==> config.mk <==
export PLATFORM = sky130hd
export DESIGN_NAME = id_ex_stage
export DESIGN_NICKNAME = d
export VERILOG_FILES = /design/src/rtl/id_ex_stage.sv
export SDC_FILE = /design/constraint.sdc
export NUM_CORES = 1
export LEC_CHECK = 0
export CAP_MARGIN = 40
export CORE_AREA = 2 2 137 139
export DETAILED_ROUTE_END_ITERATION = 10
export DIE_AREA = 0 0 139 141
export PLACE_DENSITY = 0.71
export SYNTH_ARGS = -nofsm -noshare
export SYNTH_HDL_FRONTEND = slang
export SYNTH_SLANG_ARGS = --single-unit
==> constraint.sdc <==
create_clock -name clk_i -period 4.91 [get_ports clk_i]
set_input_delay 0.7365 -clock clk_i [delete_from_list [all_inputs] [get_ports clk_i]]
set_output_delay 0.7365 -clock clk_i [all_outputs]
set_load 0.02 [all_outputs]
==> src/rtl/id_ex_stage.sv <==
`default_nettype none
// ============================================================================
// Module  : id_ex_stage
// Brief   : ID/EX pipeline register with load-use hazard detection, bubble
//           insertion, flush/stall handling and a saturating bubble counter.
// Revision: 1.0 - initial release
// ============================================================================
module id_ex_stage (
    input  logic        clk_i,
    input  logic        rst_i,
    input  logic [31:0] ctrl_i,
    input  logic [31:0] pc4_i,
    input  logic [31:0] rs_data_i,
    input  logic [31:0] rt_data_i,
    input  logic [31:0] imm_i,
    input  logic [4:0]  rs_i,
    input  logic [4:0]  rt_i,
    input  logic [4:0]  rd_i,
    input  logic        flush_i,
    input  logic        stall_i,
    output logic        alusrc_o,
    output logic [1:0]  aluop_o,
    output logic        regdst_o,
    output logic        memread_o,
    output logic        memwrite_o,
    output logic        regwrite_o,
    output logic        memtoreg_o,
    output logic [31:0] pc4_o,
    output logic [31:0] rs_data_o,
    output logic [31:0] rt_data_o,
    output logic [31:0] imm_o,
    output logic [4:0]  rs_o,
    output logic [4:0]  rt_o,
    output logic [4:0]  rd_o,
    output logic        valid_o,
    output logic        stall_o,
    output logic [15:0] bubble_cnt_o
);

    localparam logic [15:0] c_CNT_MAX = 16'hFFFF;

    logic [7:0]  r_ctrl;
    logic [31:0] r_pc4;
    logic [31:0] r_rs_data;
    logic [31:0] r_rt_data;
    logic [31:0] r_imm;
    logic [4:0]  r_rs;
    logic [4:0]  r_rt;
    logic [4:0]  r_rd;
    logic        r_valid;
    logic [15:0] r_bubble_cnt;

    logic        w_haz;
    logic        w_unused_ctrl;

    // Load in EX whose destination feeds the instruction now in ID; $zero never hazards.
    assign w_haz = r_ctrl[4] & r_valid & (r_rt != 5'd0) &
                   ((r_rt == rs_i) | (r_rt == rt_i));

    assign stall_o       = w_haz & ~flush_i;
    assign w_unused_ctrl = ^ctrl_i[31:8];

    always_ff @(posedge clk_i) begin
        if (!rst_i) begin
            r_ctrl       <= 8'd0;
            r_pc4        <= 32'd0;
            r_rs_data    <= 32'd0;
            r_rt_data    <= 32'd0;
            r_imm        <= 32'd0;
            r_rs         <= 5'd0;
            r_rt         <= 5'd0;
            r_rd         <= 5'd0;
            r_valid      <= 1'b0;
            r_bubble_cnt <= 16'd0;
        end else if (stall_i) begin
            r_ctrl       <= r_ctrl;
        end else if (flush_i || w_haz) begin
            r_ctrl       <= 8'd0;
            r_pc4        <= 32'd0;
            r_rs_data    <= 32'd0;
            r_rt_data    <= 32'd0;
            r_imm        <= 32'd0;
            r_rs         <= 5'd0;
            r_rt         <= 5'd0;
            r_rd         <= 5'd0;
            r_valid      <= 1'b0;
            // Only hazard bubbles are counted; a flush takes precedence.
            if (!flush_i && (r_bubble_cnt != c_CNT_MAX)) begin
                r_bubble_cnt <= r_bubble_cnt + 16'd1;
            end
        end else begin
            r_ctrl       <= ctrl_i[7:0];
            r_pc4        <= pc4_i;
            r_rs_data    <= rs_data_i;
            r_rt_data    <= rt_data_i;
            r_imm        <= imm_i;
            r_rs         <= rs_i;
            r_rt         <= rt_i;
            r_rd         <= rd_i;
            r_valid      <= 1'b1;
        end
    end

    assign alusrc_o     = r_ctrl[0];
    assign aluop_o      = r_ctrl[2:1];
    assign regdst_o     = r_ctrl[3];
    assign memread_o    = r_ctrl[4];
    assign memwrite_o   = r_ctrl[5];
    assign regwrite_o   = r_ctrl[6];
    assign memtoreg_o   = r_ctrl[7];
    assign pc4_o        = r_pc4;
    assign rs_data_o    = r_rs_data;
    assign rt_data_o    = r_rt_data;
    assign imm_o        = r_imm;
    assign rs_o         = r_rs;
    assign rt_o         = r_rt;
    assign rd_o         = r_rd;
    assign valid_o      = r_valid;
    assign bubble_cnt_o = r_bubble_cnt;

endmodule
`default_nettype wire

; Word level (Yosys, flattened, before mapping)
; Index checks and enable logic that the tools add are counted.
[classes]
mux = 9
bitwise_logic = 7
magnitude_cmp = 0
mul = 0
n_reduce_logical = 5
shifts = 0
eq_ne = 3
n_div = 0
addsub = 1
[op_table]
columns = operator, count
row1 = $mux W32, 4
row2 = $add A16 B1 Y16 const B, 1
row3 = $ne A16 B16 Y1 const B, 1
row4 = $mux W5, 3
row5 = $eq A5 B5 Y1, 2
row6 = $mux W8, 1
row7 = $reduce_bool A5 Y1, 1
row8 = $and A1 B1 Y1, 4
row9 = $reduce_and A3 Y1, 1
row10 = $not A1 Y1, 2
row11 = $logic_and A1 B1 Y1, 1
row12 = $logic_not A1 Y1, 1
row13 = $logic_or A1 B1 Y1, 1
row14 = $mux W1, 1
row15 = $or A1 B1 Y1, 1
[word_totals]
memories = 0
out_inout_bits = 169
reg_bits = 168
wordCells = 35
input_bits = 179
ram_bits = 0
latch_bits = 0
mem_bits_ro = 0

; Logic depth before layout (Yosys ltp)
; Gate-level depths: netlist of the first run.
[logic_depth]
ltp_word = 5
mapped_depth = 7
ltp_nobuf = 6

; Worst setup path before layout of the first run
; Ideal clock, no wire load.
[synth_timing]
path_type = input-to-output
from = input port rs_i[4]
to = output port stall_o
path_buffers = 0
slack_ns = 2.516
t_required_ns = 4.174
t_arrival_ns = 1.658
path_stages = 5
cell_sequence = xnor2_1 nand3_1 o22ai_1 nand2_1 nor2_1
[synth_between]
elab_chain_cells = 4
[synth_lines]
columns = element, line
row1 = start: declaration, 16  ; input logic [4:0] rs_i,
row2 = $eq A5 B5 Y1, 58  ; ((r_rt == rs_i) | (r_rt == rt_i));
row3 = $or A1 B1 Y1, 58
row4 = $and A1 B1 Y1, 57  ; assign w_haz = r_ctrl[4] & r_valid & (r_rt != 5'd0) &
row5 = $and A1 B1 Y1, 60  ; assign stall_o = w_haz & ~flush_i;
row6 = end: declaration, 36  ; output logic stall_o,
; Every way passes these cells.

; Final worst setup path of the first run
[layout_timing]
from = input port rs_i[2]
to = output port stall_o
; Same word-level chain as after synthesis.

==> results of run 1 <==
==> cells in the mapped netlist, types with 2 or more instances <==
| cell type | number | area share |
|---|---|---|
| nand2b_1 | 8 | 0.0089 |
| dfxtp_1 | 168 | 0.60 |
| xnor2_1 | 10 | 0.016 |
| a21boi_0 | 5 | 0.0067 |
| nand2_1 | 22 | 0.015 |
| nor2_1 | 8 | 0.0054 |
| nand3_1 | 9 | 0.0081 |
| o311a_1 | 2 | 0.0036 |
| mux2i_1 | 9 | 0.016 |
| nor4b_1 | 2 | 0.0031 |
| nand4_1 | 6 | 0.0067 |
| nor4_1 | 6 | 0.0067 |
| clkbuf_1 | 20 | 0.013 |
| o31ai_1 | 5 | 0.0067 |
| a22o_1 | 151 | 0.24 |
| or4_1 | 6 | 0.0081 |
| buf_4 | 9 | 0.012 |
| buf_2 | 9 | 0.0081 |
==> flip-flops by register name, summed over array words and instances (netlist names) <==
name          flops
rt_data_o        32
rt_o              5
rs_data_o        32
valid_o           1
rs_o              5
imm_o            32
pc4_o            32
r_ctrl            8
bubble_cnt_o     16
rd_o              5
==> power breakdown <==
group          internal [W]  switching [W]  total [W]  leakage [nW]
logic              0.000237       0.000164   0.000401          1.89
registers           0.00141      0.0000271    0.00144          1.37
clock network      0.000834       0.000569    0.00140         0.298
==> per-layer routing <==
layer | share of wire | track usage | vias to the layer above
met1 | 0.43 | 0.215 | 2326
li1 | - | - | 2409
met4 | 0.023 | 0.0755 | 0
met5 | 0 | 0 | -
met2 | 0.47 | 0.278 | 203
met3 | 0.071 | 0.0533 | 23
==> stage by stage <==
step | total power, W | std cells | hold slack, ps
after detailed placement | 0.00187 | 993 | 454
after CTS | 0.00328 | 1024 | 475
final | 0.00324 | 1024 | 469
after global routing | 0.00337 | 1024 | 487
after floorplan | 0.00162 | 467 | 552
after global placement | 0.00187 | 993 | 454
==> kinds of logic after synthesis <==
logic type	count (synthesis)	synth area share
AO/OA/AOI/OAI	170	0.265
XOR/XNOR	10	0.0157
flip-flops	168	0.601
multiplexers	9	0.0161
adder cells (fa/ha/maj)	1	0.00224
buffers and inverters	39	0.0342
AND/OR/NAND/NOR	70	0.0651
==> final timing paths <==
path / to / start / slack (ps) / depth (start not counted)
max reg2reg: imm_o[25]$_SDFFE_PN0N_ / rt_o[4]$_SDFFE_PN0N_ / 2560 / 5
min: rs_data_o[14]$_SDFFE_PN0N_ / rs_data_o[14]$_SDFFE_PN0N_ / 470 / 1
max: stall_o / rs_i[2] / 1470 / 7
min reg2reg: rs_data_o[14]$_SDFFE_PN0N_ / rs_data_o[14]$_SDFFE_PN0N_ / 470 / 1
==> cell type report <==
type / count / area share
inverters: 1 / 0.000389
well taps: 234 / 0.0304
multi-input cells: 260 / 0.212
clock inverters: 12 / 0.0171
repair buffers: 330 / 0.345
flip-flops and latches: 168 / 0.349
clock buffers: 19 / 0.0470
==> impl_metrics.toml, run 1 <==
[detailed_routing]
routedWlPerCell_um = 17.1
vias = 4961
wl_mm = 17.5
first_iter_violations = 176
ant_nets = 0
drc = 0
first_pass_iters = 4
drt-vias-per-instance = 4.84

[layout]
final_area_um2 = 9640
syn_to_final_growth_pct = 72.4
diodes = 0
mostFrequentLayoutCell = "clkdlybuf4s50_1"
seqCellArea_um2 = 3360
multi_input_area_um2 = 2040
nFillCells = 1643
post_route_cells_drive_above_1_share = 0.0519
layout_common_cells = "323 x clkdlybuf4s50_1, 168 x dfxtp_1, 151 x a22o_1, 22 x nand2_1, 17 x clkbuf_16"
final_core_util = 0.528
fin_nets = 958

[timing]
hold_viol = 0
slew_violations = 0
fmax_ghz = 0.291
setup_ws_ps = 1470
tns_ps = 0
setup_viol = 0
min_period_over_period = 0.700
worst_pin_slew_ps = 696
fin_skew_ps = 9.08
rsz0062_at_grt = "false"
maxSlewHeadroom = 0.536
period_needed_ps = 3440

[clock_network]
clk_pin_slew_worst_paths_ps = 60
clock_sinks = 168
cts_setup_buffers = 0
cts-root-buf = "clkbuf_16"
insertion_delay_ps = 420
cts_tree = "built"
cts_hold_buf = 0
cts_max_path_buffers = 2
ctsResizeCount = 0
cts_buffers = 17
htreeDepth = 4

[synthesis]
synthArstFlopShare = 0
synth_seq_cells = 168
seq_area_frac_synth = 0.601
synth_flop_cell = "dfxtp_1"
synth_edf_count = 0
synthCells = 467
yosysUniqueCellTypes = 30
syn-mean-instance-area_um2 = 12.0
ys_warn_count = 0
synth_nets = 647
synth_area_um2 = 5590

[global_route]
grt_pass1_vias = 4877
grt_max_degree = 76
grt_pass1_wl_mm = 26.9
track_usage = 0.173
antenna_found_initial = 0
gr-total-overflow = 0

[outcome]
outcome = "completed"

[worst_setup_path]
crit_path_top_delay_cell = "clkdlybuf4s50_1"
path_cells = "clkdlybuf4s50_1, xnor2_1, nand3_1, o22ai_1, nand2_1, nor2_1, clkdlybuf4s50_1"
cp_top_family = "buffers and inverters"
endpoint_kind = "output port"
max_stage_delay_ps = 600
crit_top_cell = "clkdlybuf4s50_1"
critPathArrivalTime_ps = 2700
crit_type = "in -> out"
critical_path_buf_inv_count = 2
cp_max_fo = 3
cp-start-kind = "input port"
crit_required_ps = 4170

[placement]
dp_slack_ps = 1470
postPlaceCellArea_um2 = 9020
place_hpwl_mm = 12.4
gp_congestion = 0.770
numPortBuffers = 323

[floorplanning]
core_area_um2 = 18300
start_util = 0.306
dieArea_um2 = 19600
io_pins = 348
die_h_um = 141
die_x_um = 139
rows = 50

[power_and_ir_drop]
p_per_area_nw_per_um2 = 336
power_leakage_nw = 3.56
ir_drop_mv = 0.211

[run]
drv_cap = 0

[hold_path]
hold_class = "reg -> reg"
Note: power is estimated with default switching activity, not from simulation.
==> inputs of run 2 (changes only) <==
--- a/config.mk
+++ b/config.mk
@@ -6,10 +6,10 @@
 export NUM_CORES = 1
 export LEC_CHECK = 0
 export CAP_MARGIN = 40
-export CORE_AREA = 2 2 137 139
+export CORE_AREA = 2 2 134 136
 export DETAILED_ROUTE_END_ITERATION = 10
-export DIE_AREA = 0 0 139 141
-export PLACE_DENSITY = 0.71
+export DIE_AREA = 0 0 136 138
+export PLACE_DENSITY = 0.74
 export SYNTH_ARGS = -nofsm -noshare
 export SYNTH_HDL_FRONTEND = slang
 export SYNTH_SLANG_ARGS = --single-unit
==> constraint.sdc (replaced) <==
create_clock -name clk_i -period 3.3 [get_ports clk_i]
set_input_delay 0.495 -clock clk_i [delete_from_list [all_inputs] [get_ports clk_i]]
set_output_delay 0.495 -clock clk_i [all_outputs]
set_load 0.02 [all_outputs]
==> run 2 against run 1 <==
  * Combinational power rose by 50%
  * Die area is 4.2% lower
  * Clock power is 51% higher
  * Critical path type unchanged
  * Via count is 1.9% higher
  * Clock-buffer cell count stayed put
  * Largest power group unchanged
  * Hold slack better by 3.7 ps
==> impl_metrics.toml, run 2 (synthesized netlist as in run 1, its figures left out) <==
[floorplanning]
rows = 49
dieArea_um2 = 18800
die_x_um = 136
core_area_um2 = 17500
die_h_um = 138
start_util = 0.319
io_pins = 348

[layout]
fin_nets = 961
layout_common_cells = "323 x clkdlybuf4s50_1, 168 x dfxtp_1, 151 x a22o_1, 22 x nand2_1, 17 x clkbuf_16"
post_route_cells_drive_above_1_share = 0.0554
syn_to_final_growth_pct = 72.9
mostFrequentLayoutCell = "clkdlybuf4s50_1"
diodes = 0

[power_and_ir_drop]
total_power_w = 0.00486
p_per_area_nw_per_um2 = 503
power_leakage_nw = 3.58
ir_drop_mv = 0.341

[timing]
maxSlewHeadroom = 0.572
whs_ps = 473
fin_skew_ps = 9.10
hold_viol = 0
setup_ws_ps = 525
setup_viol = 0
min_period_over_period = 0.841
fmax_ghz = 0.360
rsz0062_at_grt = "false"
tns_ps = 0
slew_violations = 0
worst_pin_slew_ps = 641
period_needed_ps = 2780

[detailed_routing]
drt-vias-per-instance = 4.94
first_iter_violations = 193
wl_mm = 18.1
drc = 0
routedWlPerCell_um = 17.7
first_pass_iters = 4
vias = 5054
ant_nets = 0

[global_route]
grt_max_degree = 101
met1_usage = 0.224
antenna_found_initial = 0
grt_use_met3 = 0.0759
grt_pass1_wl_mm = 27.6
grt_pass1_vias = 4863
track_usage = 0.188
grt-busiest-layer = "met2"
use_met2 = 0.304
gr-total-overflow = 0

[placement]
numPortBuffers = 323
dp_slack_ps = 514
place_hpwl_mm = 12.8
gp_congestion = 0.803

[clock_network]
cts_tree = "built"
cts_setup_buffers = 0
insertion_delay_ps = 420
cts_max_path_buffers = 2
cts-root-buf = "clkbuf_16"
htreeDepth = 4
clock_sinks = 168
cts_buffers = 17
cts_hold_buf = 0
clk_pin_slew_worst_paths_ps = 70
ctsResizeCount = 0

[run]
drv_cap = 0

[worst_setup_path]
crit_required_ps = 2800
cp_max_fo = 2
cp-start-kind = "input port"
critPathArrivalTime_ps = 2280
endpoint_kind = "output port"
crit_type = "in -> out"

[outcome]
outcome = "completed"

[hold_path]
hold_class = "reg -> reg"
==> run 2: through the flow <==
stage,instances,cell area (µm²),utilization
floorplan,467,5590,-
global placement,991,9040,0.516
detailed placement,991,9040,0.516
CTS,1023,9670,0.551
global route,1023,9670,0.551
finish,1023,9670,0.551
==> run 2: report_power, final <==
| part | switching, W | internal [W] |
|---|---|---|
| sequential | 0.0000417 | 0.00210 |
| clock | 0.000878 | 0.00124 |
| combinational | 0.000247 | 0.000355 |
| total | 0.00117 | 0.00369 |
==> run 2: critical path: stages <==
cell	delay, ps
clkdlybuf4s50_1	500
xnor2_1	130
nand3_1	120
o22ai_1	240
nand2_1	80
nor2_1	100
clkdlybuf4s50_1	620
==> run 2: path summary, 6_finish.rpt <==
| kind | startpoint | endpoint | slack, ps | cells after the start |
|---|---|---|---|---|
| max | rs_i[0] | stall_o | 520 | 7 |
| min | imm_o[10]$_SDFFE_PN0N_ | imm_o[10]$_SDFFE_PN0N_ | 470 | 1 |
| max reg2reg | rt_o[4]$_SDFFE_PN0N_ | rs_data_o[10]$_SDFFE_PN0N_ | 1150 | 5 |
| min reg2reg | imm_o[10]$_SDFFE_PN0N_ | imm_o[10]$_SDFFE_PN0N_ | 470 | 1 |
==> run 2: area by class of cell <==
cell class                      instances  area, µm²
Fill cell                            1539       7870
Multi-Input combinational cell        260       2040
Timing Repair Buffer                  333       3350
Clock buffer                           19        443
Clock inverter                         13        185
Tap cell                              229        287
Sequential cell                       168       3360
Inverter                                1       3.75
==> run 2: layer usage <==
metal / vias up / routed length [µm]
li1: 2424 / -
met1: 2393 / 7470
met2: 215 / 8480
met3: 22 / 1820
met4: 0 / 316
met5: - / 0
==> inputs of run 3 (changes only) <==
==> constraint.sdc (replaced) <==
create_clock -name clk_i -period 2.7 [get_ports clk_i]
set_input_delay 0.405 -clock clk_i [delete_from_list [all_inputs] [get_ports clk_i]]
set_output_delay 0.405 -clock clk_i [all_outputs]
set_load 0.02 [all_outputs]
==> run 3 against run 2 <==
  * Sequential power is 22% higher
  * Clock skew barely moved
  * Final area grew 0.82%
==> impl_metrics.toml, run 3 (synthesized netlist as in run 1, its figures left out) <==
[layout]
post_route_cells_drive_above_1_share = 0.0604
fin_nets = 963
mostFrequentLayoutCell = "clkdlybuf4s50_1"
layout_common_cells = "322 x clkdlybuf4s50_1, 166 x dfxtp_1, 151 x a22o_1, 22 x nand2_1, 17 x clkbuf_16"
syn_to_final_growth_pct = 74.3

[worst_setup_path]
cp_top_family = "simple AND/OR/NAND/NOR gates"
crit_type = "reg -> out"
cp-start-kind = "register"
crit_required_ps = 2300
crit_path_top_delay_cell = "o311a_1"
max_stage_delay_ps = 400
path_cells = "or3_1, o311a_1, nand2_1, nor2_1, dlymetal6s2s_1"
critPathArrivalTime_ps = 1920
endpoint_kind = "output port"
cp_max_fo = 5
critical_path_buf_inv_count = 1

[timing]
period_needed_ps = 2320
setup_ws_ps = 375
setup_viol = 0
fmax_ghz = 0.430
hold_viol = 0
maxSlewHeadroom = 0.544
fin_skew_ps = 9.12
min_period_over_period = 0.861
slew_violations = 0
rsz0062_at_grt = "false"
whs_ps = 472
worst_pin_slew_ps = 685

[floorplanning]
die_h_um = 138
rows = 49
dieArea_um2 = 18800
start_util = 0.319
die_x_um = 136
core_area_um2 = 17500
io_pins = 348

[clock_network]
cts-root-buf = "clkbuf_16"
clock_sinks = 168
clk_pin_slew_worst_paths_ps = 60
cts_max_path_buffers = 2
cts_setup_buffers = 0
htreeDepth = 4
cts_tree = "built"
insertion_delay_ps = 420
cts_buffers = 17

[detailed_routing]
ant_nets = 0
wl_mm = 18.4
first_iter_violations = 278
drc = 0
first_pass_iters = 4
drt-vias-per-instance = 4.91
routedWlPerCell_um = 17.9
vias = 5037

[power_and_ir_drop]
ir_drop_mv = 0.407
p_per_area_nw_per_um2 = 616
power_leakage_nw = 3.62

[outcome]
outcome = "completed"

[global_route]
grt_max_degree = 41
grt_pass1_wl_mm = 28.1
antenna_found_initial = 1
track_usage = 0.191
gr-total-overflow = 0
grt_pass1_vias = 5008

[placement]
dp_slack_ps = 75.2
gp_congestion = 0.785
place_hpwl_mm = 13.1
numPortBuffers = 323

[hold_path]
hold_class = "reg -> reg"

[run]
drv_cap = 0
run 3: what timing repair did:
item | 4_1_cts | 5_1_grt
resized for setup | 0 | 3
endpoints found under the setup margin | 0 | 1
hold endpoints to repair | 0 | 0
hold buffers | 0 | 0
run 3: per-stage QoR:
step / TNS, ps / instances / cell area, µm² / power, W / util
after floorplan: 0 / 467 / 5590 / 0.00295 / -
after global placement: -837 / 992 / 9080 / 0.00341 / 0.518
after detailed placement: 0 / 993 / 9100 / 0.00342 / 0.519
after CTS: 0 / 1024 / 9740 / 0.00606 / 0.555
after global routing: 0 / 1025 / 9750 / 0.00622 / 0.556
final: 0 / 1025 / 9750 / 0.00600 / 0.556
run 3: report_power, final:
part | switching [W] | internal [W] | leakage (nW) | total (W)
registers | 0.0000513 | 0.00257 | 1.37 | 0.00262
logic | 0.000305 | 0.000442 | 1.95 | 0.000746
clock network | 0.00106 | 0.00157 | 0.301 | 0.00264
run 3: path summary, 6_finish.rpt:
check        depth (start not counted)                    startpoint  slack, ps                            end
max                                  5          rt_o[4]$_SDFFE_PN0N_        380                        stall_o
min                                  1        imm_o[13]$_SDFFE_PN0N_        470         imm_o[13]$_SDFFE_PN0N_
max reg2reg                          5  bubble_cnt_o[7]$_SDFFE_PN0P_        580  bubble_cnt_o[15]$_SDFFE_PN0P_
min reg2reg                          1        imm_o[13]$_SDFFE_PN0N_        470         imm_o[13]$_SDFFE_PN0N_
run 3: worst register-to-register path, delay by kind of cell, from the launching register on:
kind / cells / cell delay, ps
AND/OR/NAND/NOR: 3 / 1280
AO/OA/AOI/OAI: 2 / 320
flip-flops: 1 / 430
run 3: routing by layer:
layer  part of all wire  track usage
met5                  0            0
met4              0.025       0.0762
met3               0.10       0.0737
met2               0.46        0.308
met1               0.41        0.227
run 3: cell type report:
type / instances / area, µm²
diodes: 1 / 2.50
flip-flops and latches: 168 / 3370
inverters: 1 / 3.75
clock inverters: 14 / 209
well taps: 229 / 287
multi-input cells: 260 / 2040
fillers: 1521 / 7790
repair buffers: 335 / 3410
clock buffers: 17 / 425
